### src/rtl/mem_arb_pkg.sv
// Shared types and constants for the two-master memory arbiter.
// State encoding, access width codes and the timeout read-data value.
package mem_arb_pkg;

  typedef enum logic [1:0] {
    ST_IDLE   = 2'd0,
    ST_ACCESS = 2'd1,
    ST_DONE   = 2'd2
  } state_e;

  typedef enum logic [1:0] {
    W_BYTE = 2'd0,
    W_HALF = 2'd1,
    W_WORD = 2'd2
  } width_e;

  localparam logic [31:0] ERR_DATA = 32'hFFFF_FFFF;
  localparam int          CNT_W    = 16;

endpackage

### src/rtl/mem_arb_select.sv
// Combinational winner select: req_i + ptr_i (last granted) -> one-hot win_o.
// MEM_ARB_ROUND_ROBIN_EN: round robin on ties; otherwise m0 has fixed priority.
module mem_arb_select (
  input  logic [1:0] req_i,
  input  logic       ptr_i,
  output logic [1:0] win_o
);

`ifdef MEM_ARB_ROUND_ROBIN_EN
  // ptr_i names the master granted last; the other one wins a tie.
  always_comb begin
    win_o = 2'b00;
    if (&req_i)
      win_o = ptr_i ? 2'b01 : 2'b10;
    else
      win_o = req_i;
  end
`else
  // Pointer has no load here and is trimmed away.
  logic unused_ptr;
  assign unused_ptr = ptr_i;

  always_comb begin
    win_o = 2'b00;
    priority case (1'b1)
      req_i[0]: win_o = 2'b01;
      req_i[1]: win_o = 2'b10;
      default:  win_o = 2'b00;
    endcase
  end
`endif

endmodule

### src/rtl/mem_arbiter.sv
// Two-master to one-slave memory arbiter: IDLE -> ACCESS -> DONE, all outputs
// registered. Ports: clk/reset; per-master req/we/width/addr/wdata; rdata,
// ack, err, grant, busy back to masters; s_req/s_we/s_width/s_addr/s_wdata out
// and s_rdata/s_ack in on the slave side. TIMEOUT_CYCLES=0 waits forever.
// Build macro MEM_ARB_ROUND_ROBIN_EN selects round-robin tie breaking.
module mem_arbiter
  import mem_arb_pkg::*;
#(
  parameter int unsigned TIMEOUT_CYCLES = 16
) (
  input  logic        clk,
  input  logic        reset,
  input  logic [1:0]  req,
  input  logic [1:0]  we,
  input  logic [3:0]  width,
  input  logic [63:0] addr,
  input  logic [63:0] wdata,
  output logic [31:0] rdata,
  output logic [1:0]  ack,
  output logic [1:0]  err,
  output logic        s_req,
  output logic        s_we,
  output logic [1:0]  s_width,
  output logic [31:0] s_addr,
  output logic [31:0] s_wdata,
  input  logic [31:0] s_rdata,
  input  logic        s_ack,
  output logic [1:0]  grant,
  output logic        busy
);

  state_e             state_q, state_d;
  logic [CNT_W-1:0]   cnt_q, cnt_d;
  logic               ptr_q, ptr_d;
  logic [31:0]        rdata_q, rdata_d;
  logic [1:0]         ack_q, ack_d;
  logic [1:0]         err_q, err_d;
  logic [1:0]         grant_q, grant_d;
  logic               busy_q, busy_d;
  logic               s_req_q, s_req_d;
  logic               s_we_q, s_we_d;
  logic [1:0]         s_width_q, s_width_d;
  logic [31:0]        s_addr_q, s_addr_d;
  logic [31:0]        s_wdata_q, s_wdata_d;
  logic [1:0]         win;
  logic               tmo;

  mem_arb_select u_sel (
    .req_i (req),
    .ptr_i (ptr_q),
    .win_o (win)
  );

  // Fires on the ACCESS cycle that would make the count reach the limit.
  assign tmo = (TIMEOUT_CYCLES != 0) &&
               (32'(cnt_q) == TIMEOUT_CYCLES - 1);

  always_comb begin
    state_d   = state_q;
    cnt_d     = cnt_q;
    ptr_d     = ptr_q;
    rdata_d   = rdata_q;
    ack_d     = ack_q;
    err_d     = err_q;
    grant_d   = grant_q;
    busy_d    = busy_q;
    s_req_d   = s_req_q;
    s_we_d    = s_we_q;
    s_width_d = s_width_q;
    s_addr_d  = s_addr_q;
    s_wdata_d = s_wdata_q;
    unique case (state_q)
      ST_IDLE: begin
        if (|req) begin
          state_d   = ST_ACCESS;
          cnt_d     = '0;
          ptr_d     = win[1];
          grant_d   = win;
          busy_d    = 1'b1;
          s_req_d   = 1'b1;
          s_we_d    = win[1] ? we[1] : we[0];
          s_width_d = win[1] ? width[3:2] : width[1:0];
          s_addr_d  = win[1] ? addr[63:32] : addr[31:0];
          s_wdata_d = win[1] ? wdata[63:32] : wdata[31:0];
        end
      end
      ST_ACCESS: begin
        if (s_ack) begin
          state_d = ST_DONE;
          s_req_d = 1'b0;
          rdata_d = s_rdata;
          ack_d   = grant_q;
        end else if (tmo) begin
          state_d = ST_DONE;
          s_req_d = 1'b0;
          rdata_d = ERR_DATA;
          ack_d   = grant_q;
          err_d   = grant_q;
        end else begin
          cnt_d = cnt_q + 1'b1;
        end
      end
      ST_DONE: begin
        state_d = ST_IDLE;
        ack_d   = 2'b00;
        err_d   = 2'b00;
        grant_d = 2'b00;
        busy_d  = 1'b0;
      end
      default: state_d = ST_IDLE;
    endcase
  end

  always_ff @(posedge clk or posedge reset) begin
    if (reset) begin
      state_q   <= ST_IDLE;
      cnt_q     <= '0;
      ptr_q     <= 1'b1;
      rdata_q   <= '0;
      ack_q     <= '0;
      err_q     <= '0;
      grant_q   <= '0;
      busy_q    <= 1'b0;
      s_req_q   <= 1'b0;
      s_we_q    <= 1'b0;
      s_width_q <= '0;
      s_addr_q  <= '0;
      s_wdata_q <= '0;
    end else begin
      state_q   <= state_d;
      cnt_q     <= cnt_d;
      ptr_q     <= ptr_d;
      rdata_q   <= rdata_d;
      ack_q     <= ack_d;
      err_q     <= err_d;
      grant_q   <= grant_d;
      busy_q    <= busy_d;
      s_req_q   <= s_req_d;
      s_we_q    <= s_we_d;
      s_width_q <= s_width_d;
      s_addr_q  <= s_addr_d;
      s_wdata_q <= s_wdata_d;
    end
  end

  assign rdata   = rdata_q;
  assign ack     = ack_q;
  assign err     = err_q;
  assign grant   = grant_q;
  assign busy    = busy_q;
  assign s_req   = s_req_q;
  assign s_we    = s_we_q;
  assign s_width = s_width_q;
  assign s_addr  = s_addr_q;
  assign s_wdata = s_wdata_q;

endmodule

### config.mk
export PLATFORM = sky130hd
export DESIGN_NAME = mem_arbiter
export DESIGN_NICKNAME = d
export VERILOG_FILES = /design/src/rtl/mem_arb_pkg.sv /design/src/rtl/mem_arb_select.sv /design/src/rtl/mem_arbiter.sv
export SDC_FILE = /design/constraint.sdc
export NUM_CORES = 1
export LEC_CHECK = 0
export CAP_MARGIN = 20
export CORE_MARGIN = 2
export CORE_UTILIZATION = 37
export DETAILED_ROUTE_END_ITERATION = 6
export PLACE_DENSITY = 0.82
export SYNTH_ARGS = -nofsm -noshare
export SYNTH_HDL_FRONTEND = slang
export SYNTH_HIERARCHICAL = 1
export SYNTH_SLANG_ARGS = --single-unit
### constraint.sdc
create_clock -name clk -period 4.47 [get_ports clk]
set_input_delay 0.894 -clock clk [delete_from_list [all_inputs] [get_ports clk]]
set_output_delay 0.894 -clock clk [all_outputs]
set_load 0.01 [all_outputs]
---- After elaboration in Yosys (flattened, before gate mapping) ----
Cells that the tools add are included.
storage, ports and cells
  flip-flop bits (word level) ............. 125
  input bits .............................. 171
  output and inout bits ................... 107
cells by class
  add/subtract/negate cells ............... 1
  eq/ne operators ......................... 8
  muxes and demuxes ....................... 28
  reduce and logical (&&, ||, !) cells .... 14
operators by type and width
  cell                                                                     count
  32-bit 2-to-1 mux                                                        4
  16-bit 2-to-1 mux                                                        3
  16-bit case mux with 2 select lines                                      1
  2-bit 2-to-1 mux                                                         10
  16-bit by 1-bit adder with 16-bit output (second input constant)         1
  16-bit by 4-bit equality test with 1-bit output (second input constant)  1
  2-bit case mux with 2 select lines                                       4
  2-bit AND reduction                                                      5
  2-bit inequality test (second input constant)                            4
  2-bit nonzero test                                                       4
  3-bit AND reduction                                                      2
  1-bit 2-to-1 mux                                                         4
  1-bit case mux with 2 select lines                                       2
  4-bit AND reduction                                                      1
  3-bit inequality test (second input constant)                            1
  2-bit by 1-bit equality test with 1-bit output (second input constant)   1
  2-bit equality test (second input constant)                              1
  2-bit logical NOT                                                        1
  2-bit OR reduction                                                       1

---- Longest topological paths before layout ----
  depth in word-level cells ............... 4
  depth in mapped cells ................... 7
  depth with buffers taken out ............ 6

---- Cells and area by module ----
The synthesis kept the hierarchy.
by module, submodules not included
  module          instances  cells an instance  area each (um^2)  seq. area each (um^2)
  mem_arbiter     1          559                5815.6            3154.3
  mem_arb_select  1          2                  21.3              0.0

---- Worst setup path after synthesis ----
Ideal clock, no wire load.
  path type ............................... input to register
  start point ............................. input port req[1]
  end point ............................... register s_wdata_q[27] (netlist: s_wdata[27])
  setup time .............................. 0.133 ns
  arrival ................................. 2.363 ns
  required time ........................... 4.337 ns
  setup slack ............................. 1.974 ns
  stages on the path ...................... 6
  buffers on the path ..................... 3
  path through ............................ nor2b_4 clkbuf_1 buf_1 buf_1 mux2i_1 o21ai_0
between the ends
  cells in the longest elaborated chain, start to end .. 3
  elaborated cells between the ends (all ways) .. 5
RTL lines
  element                        RTL line              source
  start: declaration             mem_arbiter.sv:13     input logic [1:0] req,
  2-bit 2-to-1 mux (2 in a row)  mem_arb_select.sv:25  priority case (1'b1)
  32-bit 2-to-1 mux              mem_arbiter.sv:84     s_wdata_d = win[1] ? wdata[63:32] : wdata[31:0];
  end signal: assignment         mem_arbiter.sv:142    s_wdata_q <= s_wdata_d;
  end: declaration               mem_arbiter.sv:44     logic [31:0] s_wdata_q, s_wdata_d;
Several ways; a longest one is shown, not always the timed one.
A chain may end at the register's enable or synchronous reset.

---- Worst setup path in the final report ----
  start point ............................. register cnt_q[4]
  end point ............................... register ack_q[0] (netlist: ack[0])
between the ends
  cells in the longest elaborated chain, start to end .. 3
RTL lines
  element                                          RTL line            source
  start: declaration                               mem_arbiter.sv:33   logic [CNT_W-1:0] cnt_q, cnt_d;
  start signal: assignment                         mem_arbiter.sv:131  cnt_q <= cnt_d;
  16-bit by 4-bit equality test with 1-bit output  mem_arbiter.sv:56   (32'(cnt_q) == TIMEOUT_CYCLES - 1);
  3-bit inequality test (no line)                  -
  2-bit AND reduction (no line)                    -
  end signal: assignment                           mem_arbiter.sv:134  ack_q <= ack_d;
  end: declaration                                 mem_arbiter.sv:36   logic [1:0] ack_q, ack_d;
Every way passes these cells.

==> summary.md <==
| Metric | Value |
|---|---|
| GP Congestion | `about 0.89` |
| DRT Wirelength | `between 15 and 20 mm` |
| PortBufs | `about 280` |
| Chip height | `around 130 µm` |
| Lkg Pwr | `between 3 and 4 nW` |
| # IOs | `roughly 280` |
| CP Launch Type | `flip-flop` |
| Overflow after GRT | `0` |
| Max Slew Vio Count | `0` |
| Vias in the first global route | `5151` |
| Clock Pin Slew Worst Setup and Hold Paths | `~60 ps` |
| Commonest non-fill, non-tap cells in the layout | `277 x clkdlybuf4s50_1, 125 x dfrtp_1, 84 x nand2_1, 79 x o21ai_0, 68 x mux2i_1` |
| Leading cell type in the layout, fill and taps excluded | `clkdlybuf4s50_1` |
| GRT Overall Usage | `approximately a fifth` |
| Yosys warnings | `6` |
| Cts hold-fix bufs | `0` |
| Metal2 WL | `between 8 and 9 mm` |
| Post_cts resized | `0` |
| Post-CTS Setup Bufs | `0` |
| Synth-to-layout area growth | `62.12%` |
| Rows | `45` |
| Tcrit/Tclk final | `about two thirds` |
| Initial Utilization | `about two fifths` |
| Initial antenna violation count | `1` |
| Finished Core Util | `approximately three fifths` |
| First-pass GRT wire length | `26.88 mm` |
| Hpwl dp | `12.54 mm` |
| TritonRoute pass-1 iters | `4` |
| Iter 0 DRT Violations | `slightly below 300` |
| Cell area after synthesis | `approximately 0.0058 mm²` |
| Slowest cell delay on critical path | `between 800 and 900 ps` |
| Setup TNS | `0 ps` |
| Slew @ Worst Pin | `between 900 and 1000 ps` |
| Clock root cell | `clkbuf_16` |
| # clock sinks | `125` |
| CTS Buf Count | `17` |
| Layout cells sized above 1 | `under 10%` |
| Final Hold Fails | `0` |
| Critical path peak fanout | `36` |
| Total power per unit cell area | `around 600 mW/mm²` |
| Syn Nets | `730` |
| Vias/cell | `4.951` |
| Longest Clk Path Bufs | `2` |
| Pin count of the biggest net entering global routing | `70` |
| Max H-tree Level | `4` |
| CP cell instances | `or4_4 -> or4_1 -> a21oi_4 -> o21ai_0` |
| Worst endpoint required time | `4720 ps` |
| Highest metal used | `met4` |
| RSZ-0062 raised after global routing | `no` |
| Synth Instances | `~560` |
| Fmax | `~330 MHz` |
| Post-layout net count | `around 990` |
| Final setup violation count | `0` |
| TritonCTS clock tree | `built` |
| Routed vias | `between 5k and 6k` |
| Status | `finished clean` |
| Max Clock Skew | `7.209 ps` |
| Core Region | `between 0.015 and 0.02 mm²` |
| # DRC | `0` |
| Die footprint | `0.01670 mm²` |
| WL met1 | `about 6.7 mm` |
| Met3 routed WL | `between 1 and 1.5 mm` |
| Fillers | `roughly 1.3k` |
| Crit path arrival time | `3270 ps` |
| Setup crit end kind | `flip-flop` |
| Die X | `around 130 µm` |
| Minimum clock period | `3019 ps` |
| Mean Syn Cell Area | `10.40 µm²` |
| Routed wire per std cell | `approximately 16 µm` |
| Clock latency on the worst-skew pair | `between 400 and 500 ps` |
| ANT nets after route | `0` |
| Maximum vdd drop | `between 0.3 and 0.4 mV` |
| Worst path slowest cell | `a21oi_4` |
| Max-cap check violation count | `0` |
| Hold crit path type | `reg -> reg` |
| Slew headroom | `34.01%` |
| Critical path class | `reg -> reg` |
power by group:
part	leakage, nW	switching (W)	internal (W)
sequential	1.52	0.000288	0.00160
clock	0.327	0.000519	0.00102
combinational	1.99	0.000921	0.00118
total	3.84	0.00173	0.00381
cell type report:
cell class | count | area [µm²] | share of cell area, %
Inverter | 8 | 32.53 | 0.3458
Clock inverter | 13 | 212.7 | 2.261
Sequential cell | 125 | 3128 | 33.25
Multi-Input combinational cell | 382 | 2457 | 26.12
Timing Repair Buffer | 285 | 2858 | 30.38
Antenna cell | 1 | 2.502 | 0.02660
Clock buffer | 19 | 452.9 | 4.814
Tap cell | 211 | 264.0 | 2.806
worst paths after layout:
check                                        startpoint  cells after the start  slack (ps)                      end
worst min register to register  s_wdata[14]$_DFFE_PP0P_                      2         470  s_wdata[14]$_DFFE_PP0P_
worst max register to register     cnt_q[4]$_DFFE_PP0P_                      4        1450       ack[0]$_DFFE_PP0P_
max in group asynchronous                         reset                      3        2660  s_wdata[10]$_DFFE_PP0P_
worst max-delay path               cnt_q[4]$_DFFE_PP0P_                      4        1450       ack[0]$_DFFE_PP0P_
worst min-delay path            s_wdata[14]$_DFFE_PP0P_                      2         470  s_wdata[14]$_DFFE_PP0P_
min in group asynchronous                         reset                      2         940         s_we$_DFFE_PP0P_
routing by layer:
metal	track usage, %	vias up
met5	0	-
met4	6.777	0
met1	24.69	2401
li1	-	2526
met3	7.886	19
met2	35.20	223
critical path: cells and delay by family, from the launching register on:
kind               cells  cell delay (ps)
DFF                    1              460
and+or+nand+nor        2             1310
AOI/OAI and AO/OA      2             1080
sequential cells by signal (all words and copies together), names as in the netlist:
name / cells
ack: 2
busy: 1
cnt_q: 16
err: 2
grant: 2
rdata: 32
s_addr: 32
s_req: 1
s_wdata: 32
s_we: 1
s_width: 2
state_q: 2
stage by stage:
step / hold WS (ps) / std cells / power, W / worst slack [ps] / area (µm²)
4_1_cts: 482.0 / 1043 / 0.005596 / 1438 / 9405
3_3_place_gp: 459.9 / 1011 / 0.003974 / 1235 / 8740
5_1_grt: 488.3 / 1044 / 0.005875 / 1309 / 9408
2_1_floorplan: 460.6 / 558 / 0.002708 / 248.4 / 5803
3_5_place_dp: 469.0 / 1011 / 0.004018 / 1190 / 8740
6_report: 473.8 / 1044 / 0.005535 / 1451 / 9408
No activity file was read; power rests on OpenSTA's default activity.
